<file path="src/rtl/ata_pkg.sv">
// ATA PIO timing constants, FSM state encoding and ns-to-cycle helpers.
// Latency: n/a (types, constants and elaboration-time functions only).
// Backpressure: n/a.
package ata_pkg;

  typedef enum logic [2:0] {
    ST_IDLE,
    ST_SETUP,
    ST_STROBE,
    ST_IORDY,
    ST_DONE,
    ST_RECOVER
  } state_t;

  localparam int NUM_MODES = 5;

  // ATA PIO modes 0..4, in ns: address setup, strobe width, recovery (t0-t1-t2)
  localparam int T1_NS   [NUM_MODES] = '{70, 50, 30, 30, 25};
  localparam int T2_NS   [NUM_MODES] = '{165, 125, 100, 80, 70};
  localparam int TREC_NS [NUM_MODES] = '{365, 208, 110, 70, 25};

  // Round up to whole clocks, never below one cycle, saturate at the 8-bit counter range
  function automatic logic [7:0] ns_to_cycles(input int ns, input int period);
    int c;
    c = (ns + period - 1) / period;
    if (c < 1) c = 1;
    if (c > 255) c = 255;
    return 8'(c);
  endfunction

  // Modes above 4 run at mode 4 timing
  function automatic logic [2:0] mode_clamp(input logic [2:0] m);
    return (m > 3'd4) ? 3'd4 : m;
  endfunction

endpackage

</file>
<file path="src/rtl/ata_sync2.sv">
// Two-flop synchroniser for an asynchronous level input, selectable reset value.
// Latency: 2 clk edges from input change to q.
// Backpressure: none.
module ata_sync2 #(
  parameter bit RESET_VAL = 1'b0
) (
  input  logic clk,
  input  logic rst,
  input  logic d,
  output logic q
);

  logic meta;

  // Shift the async input through two flops to resolve metastability
  always_ff @(posedge clk or posedge rst) begin
    if (rst) begin
      meta <= RESET_VAL;
      q    <= RESET_VAL;
    end else begin
      meta <= d;
      q    <= meta;
    end
  end

endmodule

</file>
<file path="src/rtl/ata_wait_gen.sv">
// WAIT stretch generator enforcing ATA PIO t1/t2/recovery and IORDY for Gayle IDE cycles.
// Latency: WAIT released T1+T2+1 edges after req is sampled (T1+T2 without IORDY phase).
// Backpressure: WAIT low holds the decoder's DTACK/strobes; only AS rising ends a cycle.
module ata_wait_gen
  import ata_pkg::*;
#(
  parameter int CLK_PERIOD_NS = 20,
  parameter bit IORDY_EN      = 1'b1,
  parameter int IORDY_TIMEOUT = 63
) (
  input  logic       CLK,
  input  logic       RESET,
  input  logic       AS,
  input  logic       ACCESS,
  input  logic [2:0] PIO_MODE,
  input  logic       IORDY,
  output logic       WAIT,
  output logic       BUSY,
  output logic       TIMEOUT
);

  // Per-mode cycle counts, resolved at elaboration
  localparam logic [7:0] T1_CYC [NUM_MODES] = '{
    ns_to_cycles(T1_NS[0], CLK_PERIOD_NS), ns_to_cycles(T1_NS[1], CLK_PERIOD_NS),
    ns_to_cycles(T1_NS[2], CLK_PERIOD_NS), ns_to_cycles(T1_NS[3], CLK_PERIOD_NS),
    ns_to_cycles(T1_NS[4], CLK_PERIOD_NS)};
  localparam logic [7:0] T2_CYC [NUM_MODES] = '{
    ns_to_cycles(T2_NS[0], CLK_PERIOD_NS), ns_to_cycles(T2_NS[1], CLK_PERIOD_NS),
    ns_to_cycles(T2_NS[2], CLK_PERIOD_NS), ns_to_cycles(T2_NS[3], CLK_PERIOD_NS),
    ns_to_cycles(T2_NS[4], CLK_PERIOD_NS)};
  localparam logic [7:0] TREC_CYC [NUM_MODES] = '{
    ns_to_cycles(TREC_NS[0], CLK_PERIOD_NS), ns_to_cycles(TREC_NS[1], CLK_PERIOD_NS),
    ns_to_cycles(TREC_NS[2], CLK_PERIOD_NS), ns_to_cycles(TREC_NS[3], CLK_PERIOD_NS),
    ns_to_cycles(TREC_NS[4], CLK_PERIOD_NS)};

  // Timeout counter is 8 bits, so the load value saturates at 255
  localparam int         TO_CYC  = (IORDY_TIMEOUT < 1)   ? 1 :
                                   (IORDY_TIMEOUT > 256) ? 256 : IORDY_TIMEOUT;
  localparam logic [7:0] TO_LOAD = 8'(TO_CYC - 1);

  state_t     state;
  logic [7:0] cnt;
  logic [7:0] tocnt;
  logic [2:0] mode;
  logic       req;
  logic       iordy_s;
  logic [2:0] mode_new;
  logic [7:0] t1_new;
  logic [7:0] t2_cur;
  logic [7:0] trec_cur;

  assign req = ~AS & ~ACCESS;

  // WAIT is decoded straight from the bus so it drops in the same cycle the access decodes
  assign WAIT = ~(req & (state != ST_DONE));
  assign BUSY = (state != ST_IDLE);

  ata_sync2 #(.RESET_VAL(1'b1)) u_iordy_sync (
    .clk (CLK),
    .rst (RESET),
    .d   (IORDY),
    .q   (iordy_s)
  );

  // Setup count comes from the live mode (cycle start); strobe/recovery use the latched mode
  always_comb begin
    mode_new = mode_clamp(PIO_MODE);
    t1_new   = T1_CYC[mode_new];
    t2_cur   = T2_CYC[mode];
    trec_cur = TREC_CYC[mode];
  end

  // Cycle sequencer: setup -> strobe -> IORDY -> done -> recovery, AS rising aborts to recovery
  always_ff @(posedge CLK or posedge RESET) begin
    if (RESET) begin
      state   <= ST_IDLE;
      cnt     <= 8'd0;
      tocnt   <= 8'd0;
      mode    <= 3'd0;
      TIMEOUT <= 1'b0;
    end else begin
      TIMEOUT <= 1'b0;
      case (state)
        ST_IDLE: begin
          if (req) begin
            state <= ST_SETUP;
            mode  <= mode_new;
            cnt   <= t1_new - 8'd1;
          end
        end
        ST_SETUP: begin
          if (AS) begin
            state <= ST_RECOVER;
            cnt   <= trec_cur - 8'd1;
          end else if (cnt == 8'd0) begin
            state <= ST_STROBE;
            cnt   <= t2_cur - 8'd1;
          end else begin
            cnt <= cnt - 8'd1;
          end
        end
        ST_STROBE: begin
          if (AS) begin
            state <= ST_RECOVER;
            cnt   <= trec_cur - 8'd1;
          end else if (cnt == 8'd0) begin
            if (IORDY_EN) begin
              state <= ST_IORDY;
              tocnt <= TO_LOAD;
            end else begin
              state <= ST_DONE;
            end
          end else begin
            cnt <= cnt - 8'd1;
          end
        end
        ST_IORDY: begin
          // An abort takes priority so a dropped cycle never reports a timeout
          if (AS) begin
            state <= ST_RECOVER;
            cnt   <= trec_cur - 8'd1;
          end else if (iordy_s) begin
            state <= ST_DONE;
          end else if (tocnt == 8'd0) begin
            state   <= ST_DONE;
            TIMEOUT <= 1'b1;
          end else begin
            tocnt <= tocnt - 8'd1;
          end
        end
        ST_DONE: begin
          if (AS) begin
            state <= ST_RECOVER;
            cnt   <= trec_cur - 8'd1;
          end
        end
        ST_RECOVER: begin
          // A request queued during recovery starts its own setup without passing IDLE
          if (cnt == 8'd0) begin
            if (req) begin
              state <= ST_SETUP;
              mode  <= mode_new;
              cnt   <= t1_new - 8'd1;
            end else begin
              state <= ST_IDLE;
            end
          end else begin
            cnt <= cnt - 8'd1;
          end
        end
        default: state <= ST_IDLE;
      endcase
    end
  end

endmodule
</file>
<file path="config.mk">
export PLATFORM = sky130hd
export DESIGN_NAME = ata_wait_gen
export DESIGN_NICKNAME = d
export VERILOG_FILES = /design/src/rtl/ata_pkg.sv /design/src/rtl/ata_sync2.sv /design/src/rtl/ata_wait_gen.sv
export SDC_FILE = /design/constraint.sdc
export NUM_CORES = 1
export LEC_CHECK = 0
export CAP_MARGIN = 10
export CORE_ASPECT_RATIO = 1.75
export CORE_MARGIN = 2
export CORE_UTILIZATION = 50
export CTS_BUF_LIST = sky130_fd_sc_hd__clkbuf_4 sky130_fd_sc_hd__clkbuf_8
export CTS_CLUSTER_DIAMETER = 50
export DETAILED_ROUTE_END_ITERATION = 10
export GPL_ROUTABILITY_DRIVEN = 0
export MAX_ROUTING_LAYER = met4
export PLACE_DENSITY = 0.69
export SLEW_MARGIN = 15
export SYNTH_ARGS = -nofsm -noshare
export SYNTH_HDL_FRONTEND = slang
export SYNTH_SLANG_ARGS = --single-unit
</file>
<file path="constraint.sdc">
create_clock -name CLK -period 2.92 [get_ports CLK]
set_input_delay 0.438 -clock CLK [delete_from_list [all_inputs] [get_ports CLK]]
set_output_delay 0.438 -clock CLK [all_outputs]
set_load 0.02 [all_outputs]
</file>
==> flow_metrics.tcl, run 1 <==
set metrics [dict create \
    min_from "u_iordy_sync.meta" \
    n_antenna_cell 0 \
    fin_crit_sh 0.884 \
    dp.cells 285 \
    syn_nets 242 \
    avgViaCountPerCell 6.38 \
    reg2reg_to "mode[0]" \
    die_w_um 50.7 \
    clkTransAtPathRegs_ns 0.09 \
    fin_tns_setup_ns 0 \
    path_class "flip-flop to primary output" \
    wl_per_cell_um 18.1 \
    holdPathEnd "u_iordy_sync.q" \
    crit_path_max_incr_delay_ns 0.63 \
    cellPowerDensity_nw_per_um2 1040 \
    routed_wl_um 5240 \
    cellLeakagePower_uw 0.000869 \
    finClkSkew_ns 0.00147 \
    grt_usage 0.273 \
    clock_latency_ns 0.27 \
    rsz0062_at_grt "false" \
    yosys.area.top_type "dfrtp_1" \
    hpwl_um 3980 \
    worst_pin_slew_ns 0.656 \
    cts-resized-gates 0 \
    worstSetupEndpointType "primary output" \
    die_y_um 85.7 \
    cts_tree "built" \
    post_cts_buffers 0 \
    yosysSeqAreaShare 0.330 \
    hp-class "flip-flop to flip-flop" \
    ys_seq_elements 25 \
    max-clock-path-buffers 2 \
    numCtsBuffers 3 \
    syn_avg_cell_area_um2 8.36 \
    min_delay_path_depth 0 \
    ios 11 \
    mostFrequentLayoutCells "nand2_1, dfrtp_1, o21ai_0" \
    initial_core_util 0.525 \
    min_period_ns 2.58 \
    drt.antenna.violating_nets 0 \
    h-tree-depth 1 \
    drive_above_1_share 0.140 \
    dp_slack_ns 0.268 \
    synth_flop_cell "dfrtp_1" \
    cp_data_required_time_ns 2.48 \
    cts-root-buf "clkbuf_8" \
    cp_top_family "simple AND/OR/NAND/NOR gates" \
    maxCapViolations 0 \
    design.core.area_um2 3630 \
    drtIter0Drc 65 \
    rr_worst_depth 7 \
    port_buffers 10 \
    postSynthCellCount 228 \
    synth_edf_count 0 \
    cp-start-kind "flip-flop" \
    syn-cell-area_um2 1910 \
    layout.nets 258 \
    finalPower_uw 2230 \
    maxSlewHeadroom 0.563 \
    gr-total-overflow 0 \
    antenna_found_initial 0 \
    drcViolationCount 0 \
    ys_types 60 \
    cts_hold_buf 0 \
    ir_worst_vdd_uv 576 \
    rows 29 \
    firstDrtPassIters 4 \
    yosys_warnings 0 \
    grt_max_degree 26 \
    synth_async_sr_flop_share 1.00 \
    via_count 1845 \
    r2r-start "cnt[1]" \
    worst_path_max_delay_cell "dfrtp_1" \
    path_max_fanout 20 \
    final_common_cell "nand2_1" \
    setup_viol 0 \
    path_cells "or3b_2, nand2_1, clkdlybuf4s50_1" \
    cp.arrival_ns 2.14 \
    grt_pass1_vias 1869 \
    yosys-top-cells-area "dfrtp_1, o21ai_0, nand2_1" \
    status "complete, no violations" \
    netlist.area_leader.share 0.302 \
    slew_violations 0 \
    die_area_um2 4340 \
    syn_to_final_growth_pct 12.7 \
    cts.sinks 25 \
    hold_viol 0 \
    final_cells 289 \
    timing.final.ws_setup_ns 0.340 \
    timing.critical_path.buf_inv 1 \
    fmax_mhz 388 \
    reg2reg_slack_ns 0.40 \
    grt_pass1_wl_um 8740 \
]
how the worst max path moves through the flow:
stage | start | endpoint | slack (ns) | depth (start not counted)
after floorplan | cnt[0] | mode[2] | 0.53 | 8
after global routing | state[1] | WAIT | 0.27 | 3
final | state[1] | WAIT | 0.34 | 3
after CTS | state[1] | WAIT | 0.35 | 3
after detailed placement | AS | state[0] | 0.27 | 6
after global placement | AS | state[0] | 0.29 | 6
cell usage after synthesis, types with 3 or more instances:
library cell and n:
a21oi_1 11, a22o_1 3, and2_1 3, buf_2 4
clkbuf_1 3, dfrtp_1 23, ha_1 6, inv_1 9
mux2_2 3, nand2_1 24, nand2b_1 6, nand3_1 6
nand4_1 5, nor2_1 20, nor2b_1 4, nor3_1 11
o21ai_0 23, o22ai_1 3, o32a_1 3, or2_2 3
or3_1 5, xor2_1 3
sequential cells by signal (all words and copies together) (netlist names):
name and flops:
cnt 8, tocnt 8, mode 3, state 3
TIMEOUT 1, u_iordy_sync.meta 1, u_iordy_sync.q 1
per-stage QoR:
| stage | cell area [um^2] | utilization | hold WS, ns |
|---|---|---|---|
| 2_1_floorplan | 1910 | - | 0.345 |
| 3_3_place_gp | 2100 | 0.579 | 0.350 |
| 3_5_place_dp | 2100 | 0.579 | 0.350 |
| 4_1_cts | 2150 | 0.592 | 0.367 |
| 5_1_grt | 2150 | 0.592 | 0.373 |
| 6_report | 2150 | 0.592 | 0.363 |
routing by layer:
layer,up-vias,share of wire,global-route usage
li1,877,-,-
met1,888,0.38,0.294
met2,59,0.54,0.489
met3,21,0.045,0.0244
met4,0,0.040,0.133
met5,-,0,-
area by class of cell:
cell class,count,area [um^2]
inverters,9,33.8
flip-flops and latches,25,628
fillers,343,1480
well taps,46,57.6
clock buffers,4,48.8
multi-input cells,185,1200
repair buffers,20,175
power by group:
group          internal, uW  switching, uW
clock network           107            110
registers               468            205
logic                   566            772
kinds of logic (layout without fill, tap and decap cells):
| family | after synthesis | count (layout) | synth area share |
|---|---|---|---|
| flops | 25 | 25 | 0.330 |
| other cells | 1 | 1 | 0.00197 |
| mux | 4 | 4 | 0.0230 |
| simple gates | 103 | 103 | 0.299 |
| buf+inv | 18 | 33 | 0.0381 |
| fa+ha+maj | 6 | 6 | 0.0394 |
| xor+xnor | 5 | 5 | 0.0230 |
| compound gates | 66 | 66 | 0.246 |
(Power assumes the default switching activity.)
==> run 2: changes to the inputs <==
--- a/config.mk
+++ b/config.mk
@@ -15,6 +15,7 @@
 export GPL_ROUTABILITY_DRIVEN = 0
 export MAX_ROUTING_LAYER = met4
 export PLACE_DENSITY = 0.69
+export SKIP_LAST_GASP = 1
 export SLEW_MARGIN = 15
 export SYNTH_ARGS = -nofsm -noshare
 export SYNTH_HDL_FRONTEND = slang
==> results of run 2 <==
No change in the layout: final DEF, timing and power equal those of run 1.
